<file path="src/rtl/stereo_frame_assembler_pkg.sv">
// Shared definitions for the stereo frame assembler: sample width and pairing FSM states.
`default_nettype none

package stereo_frame_assembler_pkg;

  localparam int SAMPLE_W = 32;
  localparam int FRAME_W  = 2 * SAMPLE_W;

  typedef enum logic {
    ST_WAIT_LEFT  = 1'b0,
    ST_WAIT_RIGHT = 1'b1
  } state_e;

endpackage

`default_nettype wire

</file>
<file path="src/rtl/audio_sync_fifo.sv">
// Show-ahead synchronous FIFO; a push while full is taken only when a pop frees a slot that cycle.
`default_nettype none

module audio_sync_fifo #(
  parameter int WIDTH = 64,
  parameter int DEPTH = 4
) (
  input  logic                     sclk,
  input  logic                     reset_n,
  input  logic                     push_i,
  input  logic [WIDTH-1:0]         data_i,
  input  logic                     pop_i,
  output logic [WIDTH-1:0]         data_o,
  output logic                     full_o,
  output logic                     empty_o,
  output logic [$clog2(DEPTH):0]   level_o
);

  localparam int PTR_W = $clog2(DEPTH);
  localparam int LVL_W = PTR_W + 1;

  logic [WIDTH-1:0] mem_q [DEPTH];
  logic [PTR_W-1:0] wr_ptr_q;
  logic [PTR_W-1:0] rd_ptr_q;
  logic [LVL_W-1:0] level_q;
  logic             wr_en;
  logic             rd_en;

  assign full_o  = (level_q == LVL_W'(DEPTH));
  assign empty_o = (level_q == '0);
  assign level_o = level_q;
  assign data_o  = mem_q[rd_ptr_q];

  assign rd_en = pop_i & ~empty_o;
  assign wr_en = push_i & (~full_o | rd_en);

  // Storage is cleared on reset so the head reads as zero while empty.
  always_ff @(posedge sclk or negedge reset_n) begin
    if (!reset_n) begin
      wr_ptr_q <= '0;
      rd_ptr_q <= '0;
      level_q  <= '0;
      for (int i = 0; i < DEPTH; i++) begin
        mem_q[i] <= '0;
      end
    end else begin
      if (wr_en) begin
        mem_q[wr_ptr_q] <= data_i;
        wr_ptr_q        <= wr_ptr_q + PTR_W'(1);
      end
      if (rd_en) begin
        rd_ptr_q <= rd_ptr_q + PTR_W'(1);
      end
      case ({wr_en, rd_en})
        2'b10:   level_q <= level_q + LVL_W'(1);
        2'b01:   level_q <= level_q - LVL_W'(1);
        default: level_q <= level_q;
      endcase
    end
  end

endmodule

`default_nettype wire

</file>
<file path="src/rtl/stereo_frame_assembler.sv">
// Pairs left/right decoder samples into stereo frames and queues them; drops instead of stalling.
`default_nettype none

module stereo_frame_assembler
  import stereo_frame_assembler_pkg::*;
#(
  parameter int DEPTH = 4,
  parameter int CNT_W = 8
) (
  input  logic                     sclk,
  input  logic                     reset_n,
  input  logic                     i_valid,
  output logic                     i_ready,
  input  logic                     i_is_left,
  input  logic [SAMPLE_W-1:0]      i_audio,
  input  logic                     i_error,
  output logic                     o_valid,
  input  logic                     o_ready,
  output logic [SAMPLE_W-1:0]      o_left,
  output logic [SAMPLE_W-1:0]      o_right,
  output logic [$clog2(DEPTH):0]   level,
  output logic                     overflow,
  output logic [CNT_W-1:0]         drop_count,
  input  logic                     clear_status
);

  localparam int SUM_W = CNT_W + 1;

  state_e              state_q, state_d;
  logic [SAMPLE_W-1:0] held_q, held_d;
  logic                ready_q;
  logic                overflow_q;
  logic [CNT_W-1:0]    drop_q, drop_d;
  logic [1:0]          drop_inc;
  logic [SUM_W-1:0]    drop_sum;
  logic                set_ovf;
  logic                push;
  logic                pop;
  logic                accept;
  logic                fifo_full;
  logic                fifo_empty;
  logic [FRAME_W-1:0]  head;

  assign accept  = i_valid & ready_q;
  assign o_valid = ~fifo_empty;
  assign pop     = o_valid & o_ready;

  always_comb begin
    state_d  = state_q;
    held_d   = held_q;
    drop_inc = 2'd0;
    push     = 1'b0;
    set_ovf  = 1'b0;
    if (i_error) begin
      state_d  = ST_WAIT_LEFT;
      held_d   = '0;
      drop_inc = 2'(state_q == ST_WAIT_RIGHT) + 2'(accept);
    end else if (accept) begin
      case (state_q)
        ST_WAIT_LEFT: begin
          if (i_is_left) begin
            held_d  = i_audio;
            state_d = ST_WAIT_RIGHT;
          end else begin
            drop_inc = 2'd1;
          end
        end
        ST_WAIT_RIGHT: begin
          if (i_is_left) begin
            held_d   = i_audio;
            drop_inc = 2'd1;
          end else begin
            state_d = ST_WAIT_LEFT;
            // A pop in the same cycle frees the slot, so full alone is not an overflow.
            if (fifo_full && !pop) begin
              drop_inc = 2'd1;
              set_ovf  = 1'b1;
            end else begin
              push = 1'b1;
            end
          end
        end
        default: state_d = ST_WAIT_LEFT;
      endcase
    end
  end

  always_comb begin
    drop_sum = {1'b0, drop_q} + SUM_W'(drop_inc);
    drop_d   = drop_sum[CNT_W] ? {CNT_W{1'b1}} : drop_sum[CNT_W-1:0];
  end

  always_ff @(posedge sclk or negedge reset_n) begin
    if (!reset_n) begin
      state_q    <= ST_WAIT_LEFT;
      held_q     <= '0;
      ready_q    <= 1'b0;
      overflow_q <= 1'b0;
      drop_q     <= '0;
    end else begin
      state_q <= state_d;
      held_q  <= held_d;
      ready_q <= 1'b1;
      if (clear_status) begin
        overflow_q <= 1'b0;
        drop_q     <= '0;
      end else begin
        overflow_q <= overflow_q | set_ovf;
        drop_q     <= drop_d;
      end
    end
  end

  audio_sync_fifo #(
    .WIDTH (FRAME_W),
    .DEPTH (DEPTH)
  ) u_fifo (
    .sclk    (sclk),
    .reset_n (reset_n),
    .push_i  (push),
    .data_i  ({held_q, i_audio}),
    .pop_i   (pop),
    .data_o  (head),
    .full_o  (fifo_full),
    .empty_o (fifo_empty),
    .level_o (level)
  );

  assign i_ready    = ready_q;
  assign o_left     = head[FRAME_W-1:SAMPLE_W];
  assign o_right    = head[SAMPLE_W-1:0];
  assign overflow   = overflow_q;
  assign drop_count = drop_q;

endmodule

`default_nettype wire

</file>
<file path="config.mk">
export PLATFORM = sky130hd
export DESIGN_NAME = stereo_frame_assembler
export DESIGN_NICKNAME = d
export VERILOG_FILES = /design/src/rtl/stereo_frame_assembler_pkg.sv /design/src/rtl/audio_sync_fifo.sv /design/src/rtl/stereo_frame_assembler.sv
export SDC_FILE = /design/constraint.sdc
export NUM_CORES = 1
export LEC_CHECK = 0
export CAP_MARGIN = 20
export CORE_ASPECT_RATIO = 0.5
export CORE_UTILIZATION = 64
export CTS_BUF_LIST = sky130_fd_sc_hd__clkbuf_2 sky130_fd_sc_hd__clkbuf_4 sky130_fd_sc_hd__clkbuf_8
export CTS_CLUSTER_SIZE = 30
export DETAILED_ROUTE_END_ITERATION = 6
export PLACE_DENSITY = 0.87
export SKIP_LAST_GASP = 1
export SYNTH_ARGS = -nofsm -noshare
export SYNTH_HDL_FRONTEND = slang
export SYNTH_HIERARCHICAL = 1
export SYNTH_SLANG_ARGS = --single-unit
</file>
<file path="constraint.sdc">
create_clock -name sclk -period 4.2 [get_ports sclk]
set_clock_uncertainty 0.1 [all_clocks]
set_input_delay 1.26 -clock sclk [delete_from_list [all_inputs] [get_ports sclk]]
set_output_delay 1.26 -clock sclk [all_outputs]
set_load 0.005 [all_outputs]
</file>
======== After elaboration in Yosys (flattened, before gate mapping) ========
Index checks and enable logic that the tools add are counted.
storage, ports and cells
  memories kept ........................... 0
  latch bits .............................. 0
  memory bits (read-only) ................. 0
  RAM bits ................................ 0
  input port bits ......................... 39
  flip-flop bits (word level) ............. 306
  output and inout bits ................... 78
operators by class
  equality and inequality tests ........... 3
  bitwise operators ....................... 11
  $lt $le $gt $ge ......................... 3
  $add $sub $neg .......................... 6
  multiply operators ...................... 0
  div/mod/pow operators ................... 0
  muxes and demuxes ....................... 32
  shift operators ......................... 0
  reduce and logical (&&, ||, !) cells .... 8
operators by type and width
  kind                 number
  $bwmux 256           1
  $mux 64              3
  $bmux 64 s2          1
  $demux 64 s2         1
  $mux 32              3
  $mux 1               17
  $mux 8               2
  $add 8x2->9          1
  $ge 3x3->1 const B   2
  $not 2->3            2
  $pmux 3 s2           1
  $reduce_bool 2->1    3
  $add 2x1->2 const B  2
  $and 1x1->1          4
  $mux 2               2
  $pmux 2 s2           1
  $add 3x1->3 const B  1
  $eq 3x3->1 const B   1
  $logic_not 3->1      1
  $lt 3x1->1 const B   1
  $not 1->1            3
  $sub 3x1->3 const B  1
  $add 1x1->2          1
  $eq 2x1->1 const B   1
  5 further kinds      7

======== Logic depth before layout (Yosys ltp) ========
Gate-level depths: netlist of the first run.
  word-level depth ........................ 13
  mapped depth ............................ 11
  gate-level depth less buffers ........... 11

======== Hierarchy ========
Netlist of the first run, hierarchy kept.
by module, submodules not included
  module                  instances  area an instance (um^2)  cells each  sequential area each (um^2)
  audio_sync_fifo         1          11564.8                  655         6581.3
  stereo_frame_assembler  1          1767.9                   140         1076.0

======== Least setup slack after synthesis of the first run ========
No wires, ideal clock.
  path type ............................... input port to flip-flop
  start ................................... input port o_ready
  end ..................................... register u_fifo.level_q[2] (netlist: u_fifo/level_o[2])
  stages .................................. 10
  slack ................................... 0.839 ns
  data arrival time ....................... 3.181 ns
  buffers on the path ..................... 0
  path through ............................ nand2b_1 inv_1 nor4b_4 nand2b_1 ha_1 inv_1 fa_1 xor2_1 nor2_1 xor2_1
between the ends
  word-level cells in the longest chain between the ends .. 11
  elaborated cells between the ends (all ways) .. 15
ends and longest elaborated chain
  item                                             RTL line                      text
  start: declaration                               stereo_frame_assembler.sv:18  input logic o_ready,
  $and 1x1->1 *                                    stereo_frame_assembler.sv:46  assign pop = o_valid & o_ready;
  net pop                                          stereo_frame_assembler.sv:38  logic pop;
  $logic_not 1->1                                  stereo_frame_assembler.sv:75  if (fifo_full && !pop) begin
  $logic_and 1x1->1                                stereo_frame_assembler.sv:75
  $mux 1                                           stereo_frame_assembler.sv:75
  $mux 1                                           stereo_frame_assembler.sv:69  if (i_is_left) begin
  $mux 1                                           stereo_frame_assembler.sv:59  case (state_q)
  $mux 1                                           stereo_frame_assembler.sv:58  end else if (accept) begin
  $mux 1                                           stereo_frame_assembler.sv:54  if (i_error) begin
  $and 1x1->1                                      audio_sync_fifo.sv:35         assign wr_en = push_i & (~full_o | rd_en);
  $eq 2x1->1 or $eq 2x2->1 (tied branches)         audio_sync_fifo.sv:54         case ({wr_en, rd_en})
  $pmux 3 s2 or $reduce_bool 2->1 (tied branches)  --
  end signal: assignment                           audio_sync_fifo.sv:55         2'b10: level_q <= level_q + LVL_W'(1);
  end signal: assignment                           audio_sync_fifo.sv:56         2'b01: level_q <= level_q - LVL_W'(1);
  end signal: assignment                           audio_sync_fifo.sv:57         default: level_q <= level_q;
  end: declaration                                 audio_sync_fifo.sv:25         logic [LVL_W-1:0] level_q;
Mark *: on every way through the listed nets, which the timed path passes. The rest lies on a longest branch.
A chain may end at the register's enable or synchronous reset.

======== Worst setup path in the final report of the first run ========
  start ................................... register u_fifo.rd_ptr_q[0]
  end ..................................... output port o_left[6]
between the ends
  word-level cells in the longest chain between the ends .. 4
ends and longest elaborated chain
  item                                         RTL line                      text
  start: declaration                           audio_sync_fifo.sv:24         logic [PTR_W-1:0] rd_ptr_q;
  start signal: assignment                     audio_sync_fifo.sv:52         rd_ptr_q <= rd_ptr_q + PTR_W'(1);
  $not 2->3 (not written as such)              audio_sync_fifo.sv:32         assign data_o = mem_q[rd_ptr_q];
  $bmux 64 s2                                  audio_sync_fifo.sv:32
  $mux 64 (not written as such) (2 in series)  audio_sync_fifo.sv:32
  end: declaration                             stereo_frame_assembler.sv:19  output logic [SAMPLE_W-1:0] o_left,
No other way between the ends. The select of a mux whose other input is x is not followed.

==> results.txt, run 1 <==
----------------------------------------------------
[Worst setup path]
  Worst reg-to-reg setup slack ... roughly 1.4 ns
  Setup Crit Path Kind ... reg2out
  Data arrival time at the worst-slack endpoint ... 2.58 ns
  Number of cells traversed by the worst register-to-register path ... 10
  Largest fanout on the critical path ... 29
  Worst path required time ... 2.84 ns
  Critical register-to-register path startpoint ... u_fifo/level_o[0]
  Startpoint Class ... flip-flop
  R2r endpoint ... drop_count[6]
  Critical Path Sink Type ... output port

[Synthesis]
  Syn_area_per_cell ... about 17 um^2
  Share of the yosys chip area belonging to registers ... 0.574
  Synth Flop Type ... sky130_fd_sc_hd__dfrtp_1
  Top cell type's share of synthesized area ... 0.574
  Count of mapped cells out of synthesis ... 795
  Number of distinct library cells after synthesis ... 47
  Nets in the synthesized netlist ... 844
  Main area contributors after synthesis ... sky130_fd_sc_hd__dfrtp_1 57%, sky130_fd_sc_hd__mux2_2 20%, sky130_fd_sc_hd__mux4_2 11%
  Leading cell types by count after synthesis ... 306 x sky130_fd_sc_hd__dfrtp_1, 235 x sky130_fd_sc_hd__mux2_2, 64 x sky130_fd_sc_hd__mux4_2
  Register bit total from synthesis ... 306
  Post-synthesis cell type with the largest combined area ... sky130_fd_sc_hd__dfrtp_1
  Proportion of register bits with asynchronous set or reset after synthesis ... 1.00
  Number of enable-type register cells in the synthesized netlist ... 0
  Most frequent cell after synthesis ... sky130_fd_sc_hd__dfrtp_1
  Synth Cell Area ... about 13000 um^2
  Number of warning messages in the yosys log ... 6

[Route]
  Via count ... 7519
  Met1 wire length ... 12300 um
  Detailed-route wire length per cell ... approximately 22 um
  Routed length on met2 ... 13100 um
  Post-DRT Antenna Nets ... 0
  Average via count per standard cell ... 6.15
  Uppermost metal layer occupied by signal nets ... met4
  Routed met3 length ... between 1000 and 1500 um
  Number of DRC markers after the initial detailed-route iteration ... 319
  Pre-Repair DR Iteration Count ... 5
  Number of design rule violations left after detail routing ... 0
  Total Wirelength ... 27000 um

[Timing]
  Worst Tran Pin Value ... around 0.6 ns
  Final Worst Setup Slack ... 0.260 ns
  Highest attainable clock frequency ... 0.254 GHz
  Number of max-slew violations in the final report ... 0
  Number of failing hold endpoints at the final stage ... 0
  Tmin final ... 3.94 ns
  Setup repair after global routing missed its margin ... false
  Max-slew headroom at the worst pin ... 0.609
  Setup TNS ... 0 ns
  Final period utilization ... 0.938
  Final setup viols ... 0

[Pwr]
  Pwr Density ... 429 nW/um^2
  Worst ir drop on vdd ... 0.000235 V
  Static leakage ... 7.42 nW

[Die]
  Ports placed on the boundary ... 117
  Die X ... 206 um
  Total Die Area ... around 21000 um^2
  Placeable core region ... 19900 um^2
  Site Rows ... 36
  Starting density of the core ... 0.670
  DIE HEIGHT ... 104 um

[Clocking]
  CTS tree ... built
  Hold Buf Count CTS ... 0
  Setup Buffers After CTS ... 0
  Root buffer selected by CTS ... sky130_fd_sc_hd__clkbuf_8
  Htree depth ... 2
  Clock latency on the worst-skew pair ... 0.54 ns
  Count of instances resized after the clock tree is built ... 0
  Max Root-Sink Buffers ... 3
  Clock buffers created by TritonCTS ... 43
  Clock transition at the registers of the reported paths ... 0.07 ns
  Clock sink count ... 306

[Finish]
  Fillcell total ... between 1000 and 1500
  Syn-to-layout area delta ... 17.2%
  Antenna diode count ... 0
  Final #Nets ... 978
  Final design utilization ... 0.785
  Post-route standard cell area excluding fillers ... approximately 16000 um^2
  Share of post-route cells with drive strength above 1 ... 0.432

[GRT]
  Remaining global-route overflow ... 0
  Initial antenna violation count ... 0
  Global-route wire length before repair ... 44100 um
  All-Layer GR Usage ... 0.265
  Maximum number of pins on one net before global-route repair ... 78
  Vias in the first global route ... 8175

[Place]
  Cell area reported after detailed placement ... 14800 um^2
  Pre-CTS setup slack ... between 0.3 and 0.4 ns
  RePlAce Congestion ... 0.739
  Sum of net half-perimeters after detailed placement ... between 15000 and 20000 um
  # port buffers ... 116

[Worst hold path]
  Worst hold path startpoint ... u_fifo/mem_q[252]
  Class of the worst hold path ... reg2reg
  Hold Path Sink ... u_fifo/mem_q[252]
  WHS Path Cells ... 1

[Outcome]
  Result of the run ... complete, no violations

[Job]
  Max-capacitance violation count ... 0

----------------------------------------------------
-- cells by family after synthesis --
| family | after synthesis | synth area share |
|---|---|---|
| AND/OR/NAND/NOR | 39 | 0.0197 |
| adder cells (fa/ha/maj) | 10 | 0.0105 |
| AO/OA/AOI/OAI | 52 | 0.0310 |
| buffers and inverters | 58 | 0.0309 |
| other | 1 | 0.000281 |
| XOR/XNOR | 7 | 0.00460 |
| multiplexers | 322 | 0.329 |
| flip-flops | 306 | 0.574 |
-- through the flow --
stage | power [W] | std cells | hold WS [ns]
final | 0.00670 | 1222 | 0.389
after floorplan | 0.00395 | 795 | 0.352
after global routing | 0.00700 | 1222 | 0.409
after CTS | 0.00677 | 1222 | 0.393
after global placement | 0.00441 | 1150 | 0.362
after detailed placement | 0.00443 | 1150 | 0.375
-- per-layer routing --
layer  vias to the layer above  GRT usage
li1                       3226          -
met1                      4079      0.394
met2                       178      0.417
met3                        36     0.0486
met4                         0     0.0557
met5                         -          0
-- power by group --
part	switching [W]	internal, W	total [W]	leakage, nW
combinational	0.000526	0.000602	0.00113	2.73
clock	0.00108	0.00126	0.00234	0.460
sequential	0.000165	0.00307	0.00323	4.23
-- area by class of cell --
cell class | count | area, um^2 | share of cell area
multi-input combinational | 431 | 5280 | 0.338
clock buffer | 71 | 846 | 0.0541
inverter | 14 | 52.6 | 0.00336
timing repair buffer | 133 | 1440 | 0.0924
clock inverter | 1 | 8.76 | 0.000561
tap | 266 | 333 | 0.0213
sequential | 306 | 7660 | 0.490
-- worst max-delay path, stage by stage, from the launching register on --
cell	delay [ns]
sky130_fd_sc_hd__dfrtp_4	0.65
sky130_fd_sc_hd__buf_12	0.30
sky130_fd_sc_hd__mux4_2	0.58
sky130_fd_sc_hd__clkdlybuf4s50_1	0.48
-- worst max-delay path by stage --
stage | start | endpoint | slack, ns | cells after the start
after detailed placement | i_valid | drop_count[1] | 0.30 | 10
after floorplan | o_ready | u_fifo/level_o[2] | 0.84 | 10
after CTS | u_fifo/rd_ptr_q[0] | o_left[6] | 0.19 | 3
after global routing | u_fifo/rd_ptr_q[0] | o_left[6] | 0.13 | 3
after global placement | i_valid | drop_count[0] | 0.42 | 10
final | u_fifo/rd_ptr_q[0] | o_left[6] | 0.26 | 3
-- sequential cells by signal, summed over array words and instances, names as in the netlist --
register and count:
drop_count 8, held_q 32, i_ready 1, overflow 1
state_q 1, u_fifo/level_o 3, u_fifo/mem_q 256, u_fifo/rd_ptr_q 2
u_fifo/wr_ptr_q 2
-- cell usage in the layout, fill, tap and decap left out, types with 2 or more instances in the layout --
master                            count
sky130_fd_sc_hd__mux2_2             235
sky130_fd_sc_hd__nor3_1               3
sky130_fd_sc_hd__o21ai_0              3
sky130_fd_sc_hd__fa_1                 2
sky130_fd_sc_hd__a22o_1              32
sky130_fd_sc_hd__nand2_1              9
sky130_fd_sc_hd__clkbuf_4            21
sky130_fd_sc_hd__mux2_4              10
sky130_fd_sc_hd__clkbuf_8            50
sky130_fd_sc_hd__ha_1                 8
sky130_fd_sc_hd__dfrtp_1            304
sky130_fd_sc_hd__a21oi_1              6
sky130_fd_sc_hd__nand3_1              2
sky130_fd_sc_hd__buf_4                5
sky130_fd_sc_hd__clkdlybuf4s50_1    115
sky130_fd_sc_hd__xnor2_1              3
sky130_fd_sc_hd__nand2b_1             4
sky130_fd_sc_hd__nor2_1               3
sky130_fd_sc_hd__mux4_2              64
sky130_fd_sc_hd__inv_1               14
sky130_fd_sc_hd__nor2_4               5
sky130_fd_sc_hd__buf_12              12
sky130_fd_sc_hd__a31oi_1              3
sky130_fd_sc_hd__mux2_1              12
sky130_fd_sc_hd__xor2_1               4
Note: power is estimated with default switching activity, not from simulation.
==> inputs of run 2 (changes only) <==
- CORE_UTILIZATION: 64 -> 60
- PLACE_DENSITY: 0.87 -> 0.91
- clock period: 4.2 -> 4.5 ns (I/O delays scaled with it)
==> results.txt, run 2 (synthesis results as in run 1) <==
----------------------------------------------------
[Outcome]
  Result of the run ... complete, no violations

[Timing]
  Final period utilization ... 0.926
  Worst Tran Pin Value ... between 0.8 and 0.9 ns
  Setup TNS ... 0 ns
  Number of max-slew violations in the final report ... 0
  Number of failing hold endpoints at the final stage ... 0
  Final setup viols ... 0
  Tmin final ... 4.17 ns
  Max-slew headroom at the worst pin ... 0.431
  Setup repair after global routing missed its margin ... false
  Highest attainable clock frequency ... 0.240 GHz

[Route]
  Via count ... between 7000 and 8000
  Pre-Repair DR Iteration Count ... 4
  Detailed-route wire length per cell ... 21.7 um
  Number of design rule violations left after detail routing ... 0
  Average via count per standard cell ... 5.87
  Total Wirelength ... 27400 um
  Number of DRC markers after the initial detailed-route iteration ... roughly 350
  Post-DRT Antenna Nets ... 0

[Worst setup path]
  Largest fanout on the critical path ... 26
  Startpoint Class ... flip-flop
  Worst path required time ... 3.05 ns
  Setup Crit Path Kind ... reg2out
  Critical Path Sink Type ... output port
  Data arrival time at the worst-slack endpoint ... approximately 2.7 ns

[Die]
  DIE HEIGHT ... 107 um
  Starting density of the core ... 0.614
  Die X ... 213 um
  Ports placed on the boundary ... 117
  Site Rows ... 38
  Placeable core region ... 21700 um^2
  Total Die Area ... around 23000 um^2

[Finish]
  Share of post-route cells with drive strength above 1 ... 0.437
  Register with the most flip-flops ... u_fifo/mem_q
  Antenna diode count ... 0
  Most frequent cells in the layout ... 304 x sky130_fd_sc_hd__dfrtp_1, 235 x sky130_fd_sc_hd__mux2_2, 115 x sky130_fd_sc_hd__clkdlybuf4s50_1
  Number of flip-flops in the largest register ... 256
  Syn-to-layout area delta ... 18.2%
  Fillcell total ... between 1000 and 1500
  Final #Nets ... just under 1000
  Most common library cell in the layout ignoring fill and taps ... sky130_fd_sc_hd__dfrtp_1

[Clocking]
  Clock sink count ... 306
  Hold Buf Count CTS ... 0
  Max Root-Sink Buffers ... 3
  Count of instances resized after the clock tree is built ... 0
  Setup Buffers After CTS ... 0
  Root buffer selected by CTS ... sky130_fd_sc_hd__clkbuf_8
  Clock transition at the registers of the reported paths ... 0.07 ns
  CTS tree ... built
  Clock buffers created by TritonCTS ... 43
  Htree depth ... 2
  Clock latency on the worst-skew pair ... 0.53 ns

[GRT]
  Remaining global-route overflow ... 0
  All-Layer GR Usage ... 0.255
  Vias in the first global route ... a little over 8000
  Maximum number of pins on one net before global-route repair ... 110
  Initial antenna violation count ... 0
  Global-route wire length before repair ... 44800 um

[Place]
  RePlAce Congestion ... 0.789
  Sum of net half-perimeters after detailed placement ... between 15000 and 20000 um
  # port buffers ... roughly 120

[Pwr]
  Total power consumption of the routed design ... 0.00642 W
  Switching Power ... 0.00167 W
  Pwr Density ... 407 nW/um^2
  Static leakage ... 7.48 nW
  Worst ir drop on vdd ... 0.000236 V
  Switching share of total power ... 0.261
  Sequential power share ... 0.471
  Cell Int Power ... approximately 0.0047 W
  Clock Power Share ... 0.365
  Comb power frac ... 0.164

[Job]
  Max-capacitance violation count ... 0

[Worst hold path]
  Class of the worst hold path ... reg2reg

----------------------------------------------------
## run 2: changes by cell type in the layout (fill, tap and decap cells not counted)
| cell | change |
|---|---|
| sky130_fd_sc_hd__clkbuf_4 | -12 |
| sky130_fd_sc_hd__clkbuf_8 | +11 |
| sky130_fd_sc_hd__buf_4 | +9 |
| sky130_fd_sc_hd__buf_12 | -4 |
| sky130_fd_sc_hd__clkinv_2 | +4 |
| sky130_fd_sc_hd__bufinv_16 | +1 |
| sky130_fd_sc_hd__clkinv_4 | -1 |
## run 2: worst paths after layout
path,from,end,slack [ns],cells past startpoint
max,u_fifo/rd_ptr_q[0],o_right[24],0.33,3
min,u_fifo/mem_q[254],u_fifo/mem_q[254],0.39,1
max reg2reg,u_fifo/level_o[0],u_fifo/level_o[2],1.58,12
min reg2reg,u_fifo/mem_q[254],u_fifo/mem_q[254],0.39,1
max in group asynchronous,reset_n,u_fifo/mem_q[25],2.54,2
min in group asynchronous,reset_n,u_fifo/mem_q[171],0.77,1
## run 2: through the flow
step           hold slack, ns  cells  setup WS [ns]  cell area, um^2   util
5_1_grt                 0.413   1264          0.168            15800  0.725
6_report                0.392   1264          0.335            15800  0.725
3_5_place_dp            0.375   1189          0.444            14800  0.681
2_1_floorplan           0.352    795           1.05            13300      -
4_1_cts                 0.389   1264          0.262            15800  0.725
3_3_place_gp            0.362   1189          0.625            14800  0.681
## run 2: cell type report
type | count | area [um^2] | area share
clock inverters | 5 | 50.0 | 0.00318
inverters | 14 | 52.6 | 0.00333
repair buffers | 138 | 1430 | 0.0908
well taps | 300 | 375 | 0.0238
clock buffers | 70 | 907 | 0.0576
flip-flops and latches | 306 | 7660 | 0.486
multi-input cells | 431 | 5280 | 0.335
## run 2: power groups by stage
stage / sequential (W) / combinational [W] / clock [W]
floorplan: 0.00297 / 0.000715 / 0
global placement: 0.00307 / 0.00104 / 0
detailed placement: 0.00308 / 0.00107 / 0
CTS: 0.00303 / 0.00107 / 0.00240
global route: 0.00305 / 0.00114 / 0.00253
finish: 0.00302 / 0.00105 / 0.00234
## run 2: critical path, cell delays in order, from the launching register on
cell and delay, ns:
sky130_fd_sc_hd__dfrtp_4 0.80, sky130_fd_sc_hd__buf_4 0.34, sky130_fd_sc_hd__mux4_2 0.57, sky130_fd_sc_hd__clkdlybuf4s50_1 0.47
## run 2: per-layer routing
layer | share of wire | global-route usage
met4 | 0.011 | 0.0529
met1 | 0.45 | 0.364
met5 | 0 | 0
met2 | 0.49 | 0.412
met3 | 0.041 | 0.0487
